## config.mk

```make
export PLATFORM = sky130hd
export DESIGN_NAME = riscv_dmem_arbiter
export DESIGN_NICKNAME = d
export VERILOG_FILES = /design/src/rtl/riscv_dmem_arbiter_pkg.sv /design/src/rtl/riscv_rr_arbiter2.sv /design/src/rtl/riscv_dmem_arbiter.sv
export SDC_FILE = /design/constraint.sdc
export NUM_CORES = 1
export LEC_CHECK = 0
export ABC_AREA = 1
export BUFFER_PORTS_ARGS = -buffer_cell sky130_fd_sc_hd__buf_2
export CAP_MARGIN = 0
export CORE_AREA = 3 3 120 122
export CTS_CLUSTER_SIZE = 40
export DETAILED_ROUTE_END_ITERATION = 8
export DIE_AREA = 0 0 123 125
export GPL_TIMING_DRIVEN = 0
export HOLD_SLACK_MARGIN = 0.08
export SKIP_CTS_REPAIR_TIMING = 1
export SLEW_MARGIN = 10
export SYNTH_ARGS = -nofsm -noshare
export SYNTH_HDL_FRONTEND = slang
export SYNTH_SLANG_ARGS = --single-unit
```

## constraint.sdc

```tcl
create_clock -name i_clk -period 1.3 [get_ports i_clk]
set_input_delay 0.26 -clock i_clk [delete_from_list [all_inputs] [get_ports i_clk]]
set_output_delay 0.26 -clock i_clk [all_outputs]
set_load 0.1 [all_outputs]
```

## src/rtl/riscv_dmem_arbiter_pkg.sv

```systemverilog
// Shared constants and helpers for the data-memory arbiter slice.
// Priority-mode encodings, requester id type, wait-counter width.
package riscv_dmem_arbiter_pkg;

    localparam int ARB_PRIO_RR    = 0;
    localparam int ARB_PRIO_FIXED = 1;

    localparam int REQ_ID_W = 1;
    localparam int WAIT_W   = 8;

    typedef logic [REQ_ID_W-1:0] req_id_t;
    typedef logic [WAIT_W-1:0]   wait_t;

    // Saturating increment used by the starvation counter.
    function automatic wait_t sat_inc(input wait_t v, input wait_t lim);
        return (v >= lim) ? lim : v + wait_t'(1);
    endfunction

endpackage

```

## src/rtl/riscv_rr_arbiter2.sv

```systemverilog
// Two-way grant logic: round-robin or fixed priority with a starvation guard.
// Ports: i_clk, i_rst, i_valid[1:0] in; o_gnt[1:0] one-hot grant, o_gnt_id out.
module riscv_rr_arbiter2
    import riscv_dmem_arbiter_pkg::*;
#(
    parameter int PRIO_MODE = ARB_PRIO_RR,
    parameter int MAX_WAIT  = 8
) (
    input  logic       i_clk,
    input  logic       i_rst,
    input  logic [1:0] i_valid,
    output logic [1:0] o_gnt,
    output req_id_t    o_gnt_id
);

    localparam wait_t WAIT_LIM = wait_t'(MAX_WAIT);

    req_id_t last_q;
    req_id_t last_d;
    wait_t   wait_q;
    wait_t   wait_d;
    logic    pick1;

    always_comb begin
        // Under contention: fixed mode lets requester 1 in only once it
        // has starved for MAX_WAIT cycles; RR alternates away from last.
        if (PRIO_MODE == ARB_PRIO_FIXED) begin
            pick1 = (wait_q == WAIT_LIM);
        end else begin
            pick1 = (last_q == req_id_t'(0));
        end

        o_gnt = 2'b00;
        if (!i_rst) begin
            if (&i_valid) begin
                o_gnt = pick1 ? 2'b10 : 2'b01;
            end else begin
                o_gnt = i_valid;
            end
        end

        o_gnt_id = req_id_t'(o_gnt[1]);
        last_d   = (|o_gnt) ? o_gnt_id : last_q;
        wait_d   = (i_valid[1] && !o_gnt[1]) ? sat_inc(wait_q, WAIT_LIM) : '0;
    end

    always_ff @(posedge i_clk) begin
        if (i_rst) begin
            // last=1 makes requester 0 win the first contention.
            last_q <= req_id_t'(1);
            wait_q <= '0;
        end else begin
            last_q <= last_d;
            wait_q <= wait_d;
        end
    end

endmodule

```

## src/rtl/riscv_dmem_arbiter.sv

```systemverilog
// Shares one data-memory port between the CPU (req0) and a debug/DMA master (req1).
// Ports: reqN valid/ready/addr/wen/wr_data/byte_sel/rd_valid/rd_data, o_mem_* port, i_mem_rd_data.
module riscv_dmem_arbiter
    import riscv_dmem_arbiter_pkg::*;
#(
    parameter int XLEN      = 32,
    parameter int PRIO_MODE = ARB_PRIO_RR,
    parameter int MAX_WAIT  = 8
) (
    input  logic              i_clk,
    input  logic              i_rst,

    input  logic              i_req0_valid,
    output logic              o_req0_ready,
    input  logic [XLEN-1:0]   i_req0_addr,
    input  logic              i_req0_wen,
    input  logic [XLEN-1:0]   i_req0_wr_data,
    input  logic [XLEN/8-1:0] i_req0_byte_sel,
    output logic              o_req0_rd_valid,
    output logic [XLEN-1:0]   o_req0_rd_data,

    input  logic              i_req1_valid,
    output logic              o_req1_ready,
    input  logic [XLEN-1:0]   i_req1_addr,
    input  logic              i_req1_wen,
    input  logic [XLEN-1:0]   i_req1_wr_data,
    input  logic [XLEN/8-1:0] i_req1_byte_sel,
    output logic              o_req1_rd_valid,
    output logic [XLEN-1:0]   o_req1_rd_data,

    output logic              o_mem_en,
    output logic [XLEN-1:0]   o_mem_addr,
    output logic              o_mem_wen,
    output logic [XLEN-1:0]   o_mem_wr_data,
    output logic [XLEN/8-1:0] o_mem_byte_sel,
    input  logic [XLEN-1:0]   i_mem_rd_data
);

    logic [1:0]      gnt;
    req_id_t         gnt_id;

    logic            rd_pending_q;
    logic            rd_pending_d;
    req_id_t         rd_owner_q;
    req_id_t         rd_owner_d;
    logic [XLEN-1:0] rd_data0_q;
    logic [XLEN-1:0] rd_data1_q;
    logic            rv0;
    logic            rv1;

    riscv_rr_arbiter2 #(
        .PRIO_MODE (PRIO_MODE),
        .MAX_WAIT  (MAX_WAIT)
    ) u_arb (
        .i_clk    (i_clk),
        .i_rst    (i_rst),
        .i_valid  ({i_req1_valid, i_req0_valid}),
        .o_gnt    (gnt),
        .o_gnt_id (gnt_id)
    );

    assign o_req0_ready = gnt[0];
    assign o_req1_ready = gnt[1];

    always_comb begin
        o_mem_en       = |gnt;
        o_mem_addr     = '0;
        o_mem_wen      = 1'b0;
        o_mem_wr_data  = '0;
        o_mem_byte_sel = '0;
        if (gnt[0]) begin
            o_mem_addr     = i_req0_addr;
            o_mem_wen      = i_req0_wen;
            o_mem_wr_data  = i_req0_wr_data;
            o_mem_byte_sel = i_req0_byte_sel;
        end else if (gnt[1]) begin
            o_mem_addr     = i_req1_addr;
            o_mem_wen      = i_req1_wen;
            o_mem_wr_data  = i_req1_wr_data;
            o_mem_byte_sel = i_req1_byte_sel;
        end
    end

    // Read tag: reloaded every cycle so back-to-back reads keep 1/cycle.
    assign rd_pending_d = o_mem_en && !o_mem_wen;
    assign rd_owner_d   = gnt_id;

    // Returns are suppressed during reset so a dropped read never surfaces.
    assign rv0 = !i_rst && rd_pending_q && (rd_owner_q == req_id_t'(0));
    assign rv1 = !i_rst && rd_pending_q && (rd_owner_q == req_id_t'(1));

    assign o_req0_rd_valid = rv0;
    assign o_req1_rd_valid = rv1;

    // Non-owner keeps showing its last returned word.
    assign o_req0_rd_data = i_rst ? '0 : (rv0 ? i_mem_rd_data : rd_data0_q);
    assign o_req1_rd_data = i_rst ? '0 : (rv1 ? i_mem_rd_data : rd_data1_q);

    always_ff @(posedge i_clk) begin
        if (i_rst) begin
            rd_pending_q <= 1'b0;
            rd_owner_q   <= req_id_t'(0);
            rd_data0_q   <= '0;
            rd_data1_q   <= '0;
        end else begin
            rd_pending_q <= rd_pending_d;
            rd_owner_q   <= rd_owner_d;
            if (rv0) begin
                rd_data0_q <= i_mem_rd_data;
            end
            if (rv1) begin
                rd_data1_q <= i_mem_rd_data;
            end
        end
    end

endmodule
```

# Yosys cells after proc, flatten, opt, wreduce, memory -nomap -nowiden
# Cells that the tools add are included.
[word_totals]
ff_bits = 67
output_inout_bits = 138
[op_classes]
mux = 15
bitwise = 1
reduce_logical = 8
[op_table]
columns = ["operator", "n"]
rows = [
  ["two-way mux 32 bit", 8],
  ["two-way mux 4 bit", 2],
  ["two-way mux 2 bit", 3],
  ["logical AND 1 bit", 4],
  ["zero test 1 bit", 2],
  ["two-way mux 1 bit", 2],
  ["AND reduction 2 bit", 1],
  ["OR reduction 2 bit", 1],
  ["NOT 1 bit", 1],
]

# Longest topological paths before layout
[logic_depth]
ltp_word = 7
mapped_depth = 8
ltp_nobuf = 6

# Modules after synthesis
# Synthesis repeated with hierarchy kept, for this count alone.
[hier_totals]
hier_cells = 674
area_unflattened_um2 = 3958.8
[modules_own_cells]
columns = ["module", "n_inst", "cells_each", "area_per_inst_um2"]
rows = [
  ["riscv_dmem_arbiter", 1, 662, 3883.7],
  ["riscv_rr_arbiter2", 1, 12, 75.1],
]

# Least setup slack after synthesis
# No wires, ideal clock.
[synth_timing]
path_kind = "input to register"
start = "input i_rst"
end = "register rd_data1_q[0]"
arrival_time_ns = 2.883
required_ns = 0.945
path_slack_ns = -1.938
path_stages = 5
n_path_buf = 2
cell_sequence = "inv_2 nand3_1 buf_4 buf_2 o21ai_0"
[synth_via]
elab_chain_len = 5
[synth_lines]
columns = ["item", "line_no", "rtl"]
rows = [
  ["start, declared", "riscv_dmem_arbiter.sv:11", "input logic i_rst,"],
  ["zero test 1 bit", "-", ""],
  ["logical AND 1 bit (2 in a row)", "riscv_dmem_arbiter.sv:90", "assign rv1 = !i_rst && rd_pending_q && (rd_owner_q == req_id_t'(1));"],
  ["two-way mux 32 bit", "-", ""],
  ["two-way mux 32 bit (*)", "-", ""],
  ["named net o_req1_rd_data[0]", "riscv_dmem_arbiter.sv:29", "output logic [XLEN-1:0] o_req1_rd_data,"],
  ["end signal, assigned", "riscv_dmem_arbiter.sv:112", "rd_data1_q <= i_mem_rd_data;"],
  ["end, declared", "riscv_dmem_arbiter.sv:47", "logic [XLEN-1:0] rd_data1_q;"],
]
# The timed path passes the listed nets; every way through them passes the cells marked *.
# A chain may end at the register's enable or synchronous reset.

# Worst setup path after layout
[layout_timing]
start = "register u_arb.last_q"
end = "output o_mem_wr_data[17]"
[layout_via]
elab_chain_len = 5
[layout_lines]
columns = ["item", "line_no", "rtl"]
rows = [
  ["start, declared", "riscv_rr_arbiter2.sv:18", "req_id_t last_q;"],
  ["start signal, assigned", "riscv_rr_arbiter2.sv:50", "last_q <= req_id_t'(1);"],
  ["start signal, assigned", "riscv_rr_arbiter2.sv:53", "last_q <= last_d;"],
  ["two-way mux 2 bit (*)", "riscv_rr_arbiter2.sv:36", "o_gnt = pick1 ? 2'b10 : 2'b01;"],
  ["two-way mux 2 bit (*)", "riscv_rr_arbiter2.sv:35", "if (&i_valid) begin"],
  ["two-way mux 2 bit (*)", "riscv_rr_arbiter2.sv:34", "if (!i_rst) begin"],
  ["two-way mux 32 bit", "riscv_dmem_arbiter.sv:76", "end else if (gnt[1]) begin"],
  ["two-way mux 32 bit (*)", "riscv_dmem_arbiter.sv:71", "if (gnt[0]) begin"],
  ["end, declared", "riscv_dmem_arbiter.sv:34", "output logic [XLEN-1:0] o_mem_wr_data,"],
]
# Every way passes the cells marked *; elsewhere a longest branch is shown, timed or not.

==> impl_results.md <==
* Result of the run: complete, but fails checks
* Failing checks: negative setup slack
* Ys async rst share at 0%
* Multi-input logic area at 4070 µm²
* Drt first-iter violations at 139
* Worst slew margin at 66.8%
* Commonest cells after routing, fill and taps aside: buf_2 (177), nand2_2 (100), buf_12 (94), nand2_8 (83)
* H-Tree Level Count at 3
* Pleak at 4.32 nW
* Commonest non-fill, non-tap cell in the layout: buf_2
* Final Non-Filler Cells at 997
* CP required at 1.04 ns
* CTS Sinks at 67
* Reg clk slew, reported paths at 0.06 ns
* Clock period minus worst slack at 1.85 ns
* Critical Path Start Type: flip-flop
* Fmax at 0.541 GHz
* Max-slew violations at 0
* Flop and latch count out of synthesis at 67
* DR vias at 4,624
* Hold path endpoint: u_arb.last_q$_SDFFE_PP1P_
* Synthesis-to-layout area growth at 218%
* Syn avg cell area at 6.47 µm²
* Drt pass-1 iters at 4
* Wire length per cell at 18.5 µm
* Cells after synthesis at 489
* Net Count, Synth at 663
* Min-delay src: i_req0_valid
* GR Overflow Total at 0
* DP Cell Count at 976
* First-pass GRT wire length at 23.9 mm
* Yosys warnings at 0
* Worst VDD drop at 0.903 mV
* Vias in the first global route at 4,627
* Unrepaired setup endpoints after global routing: true
* Vias per std cell at 4.64
* Num CTS Buffers at 9
* IO Pins at 312
* Final core occ at 75.5%
* Seq/Total Area, Yosys at 42.4%
* Die ar. at 15,400 µm²
* Post-DP HPWL at 13.2 mm
* Hold depth at 2
* Final period util at 142%
* Worst reg-to-reg path cell count at 6
* Layout cells sized above 1 at 81.4%
* Syn Std Cell Area at 3160 µm²
* Final number of hold-violating endpoints at 0
* Clock skew at 0.00516 ns
* Core box area at 13,300 µm²
* CP Class: flip-flop to output pin
* Ant diodes at 0
* CTS Buffer Depth at 2
* Worst reg2reg path endpoint: rd_data0_q[4]$_DFF_P_
* Critical path fanouts, max at 7
* DIE WIDTH at 123 µm
* Setup slack, reg-to-reg at 0.16 ns
* DRC errors left at 0
* # fillers at 831
* WL final at 18.4 mm
* Initial Util at 23.8%
* Max-Cap Viols at 0
* Largest net degree at the start of global routing at 14
* Top FF cell, synth: dfxtp_1
* Setup violations, final at 138
* HP Class: primary input to flip-flop
* Final Worst Setup Slack at -0.549 ns
* Crit path DAT at 1.59 ns
* Post-route antenna net violation count at 0
* Seq. cell area at 1350 µm²
* IO buf count at 311
* FF-to-FF Start: rd_owner_q$_SDFF_PP0_
* Endpoint class of the critical path: output pin
* Die extent in y at 125 µm
* Fin area at 10,000 µm²
* Cell variety after synth at 16
* Final nets at 990
* EDFF count, synth at 0
* Area after DPL at 7620 µm²
* Skew-Pair Late Insertion Delay at 0.33 ns
* Gpl congestion at 0.805
* CTS tree: yes
* CTS root buf: clkbuf_16
* Pwr Density at 909 nW/µm²
* Slew @ Worst Pin at 0.501 ns
* GR Util All Layers at 19.4%
* Row cnt at 42
* Initial antenna violation count at 0
cell usage after synthesis, types with 2 or more instances:
master    instances  area share, %
nand2_1         208             25
inv_1            39            4.6
buf_1             3           0.36
inv_2             3           0.36
clkbuf_2          4           0.63
nand3_1          68             11
buf_6             2           0.71
buf_4             6            1.4
o21ai_1           7            1.1
nor2_1            2           0.24
dfxtp_1          67             42
clkbuf_1          2           0.24
buf_2            18            2.8
o21ai_0          58            9.2
per-layer routing:
metal	vias up	global-route usage [%]	part of all wire (%)
met4	0	3.71	2.9
met3	43	4.97	7.5
li1	2197	-	-
met1	2175	22.3	35
met5	-	0	0
met2	209	36.0	55
through the flow:
stage	setup slack [ns]	power, mW	setup TNS (ns)	hold WS (ns)
2_1_floorplan	-0.276	5.15	-28.99	0.381
3_3_place_gp	-0.842	5.80	-79.76	0.474
3_5_place_dp	-0.838	5.82	-80.84	0.479
4_1_cts	-1.07	8.30	-106.33	0.179
5_1_grt	-0.606	9.43	-72.34	0.200
6_report	-0.549	9.13	-62.76	0.201
power breakdown:
part | switching [mW] | total [mW] | internal (mW)
Combinational | 2.95 | 4.45 | 1.51
Clock | 0.940 | 2.49 | 1.55
Sequential | 0.0357 | 2.19 | 2.15
Total | 3.93 | 9.13 | 5.21
worst max-delay path, cell delays in order, from the launching register on:
cell and delay (ns):
dfxtp_2 0.32, inv_2 0.07, nand2_4 0.05, nand2_4 0.09, clkinv_8 0.09, buf_12 0.15, clkbuf_16 0.18, nand2_8 0.09
nand2_8 0.04, buf_12 0.15
state kept, by name, indices dropped and copies added (netlist names):
| register | cells |
|---|---|
| u_arb.last_q | 1 |
| rd_data1_q | 32 |
| rd_owner_q | 1 |
| rd_data0_q | 32 |
| rd_pending_q | 1 |
how the worst max path moves through the flow:
stage,from,to,slack [ns],cells after the start
final,u_arb.last_q$_SDFFE_PP1P_,o_mem_wr_data[17],-0.55,9
after global routing,u_arb.last_q$_SDFFE_PP1P_,o_mem_wr_data[17],-0.61,9
after CTS,u_arb.last_q$_SDFFE_PP1P_,o_mem_wr_data[20],-1.07,8
after detailed placement,i_rst,o_mem_wr_data[20],-0.84,9
after global placement,i_rst,o_mem_wr_data[20],-0.84,9
after floorplan,rd_owner_q$_SDFF_PP0_,o_req0_rd_data[10],-0.28,5
cells by family after synthesis:
| kind of cell | Yosys count | share of synthesized area (%) |
|---|---|---|
| AO/OA/AOI/OAI | 66 | 10.5 |
| buffers and inverters | 77 | 11.2 |
| flip-flops | 67 | 42.4 |
| AND/OR/NAND/NOR | 279 | 35.9 |
area by class of cell:
cell class | count | share of cell area [%]
Clock inverter | 6 | 0.710
Timing Repair Buffer | 316 | 33.9
Clock buffer | 10 | 2.38
Multi-Input combinational cell | 345 | 40.6
Inverter | 42 | 1.87
Tap cell | 176 | 2.19
Buffer | 35 | 4.98
Sequential cell | 67 | 13.4
No activity file was read; power rests on OpenSTA's default activity.
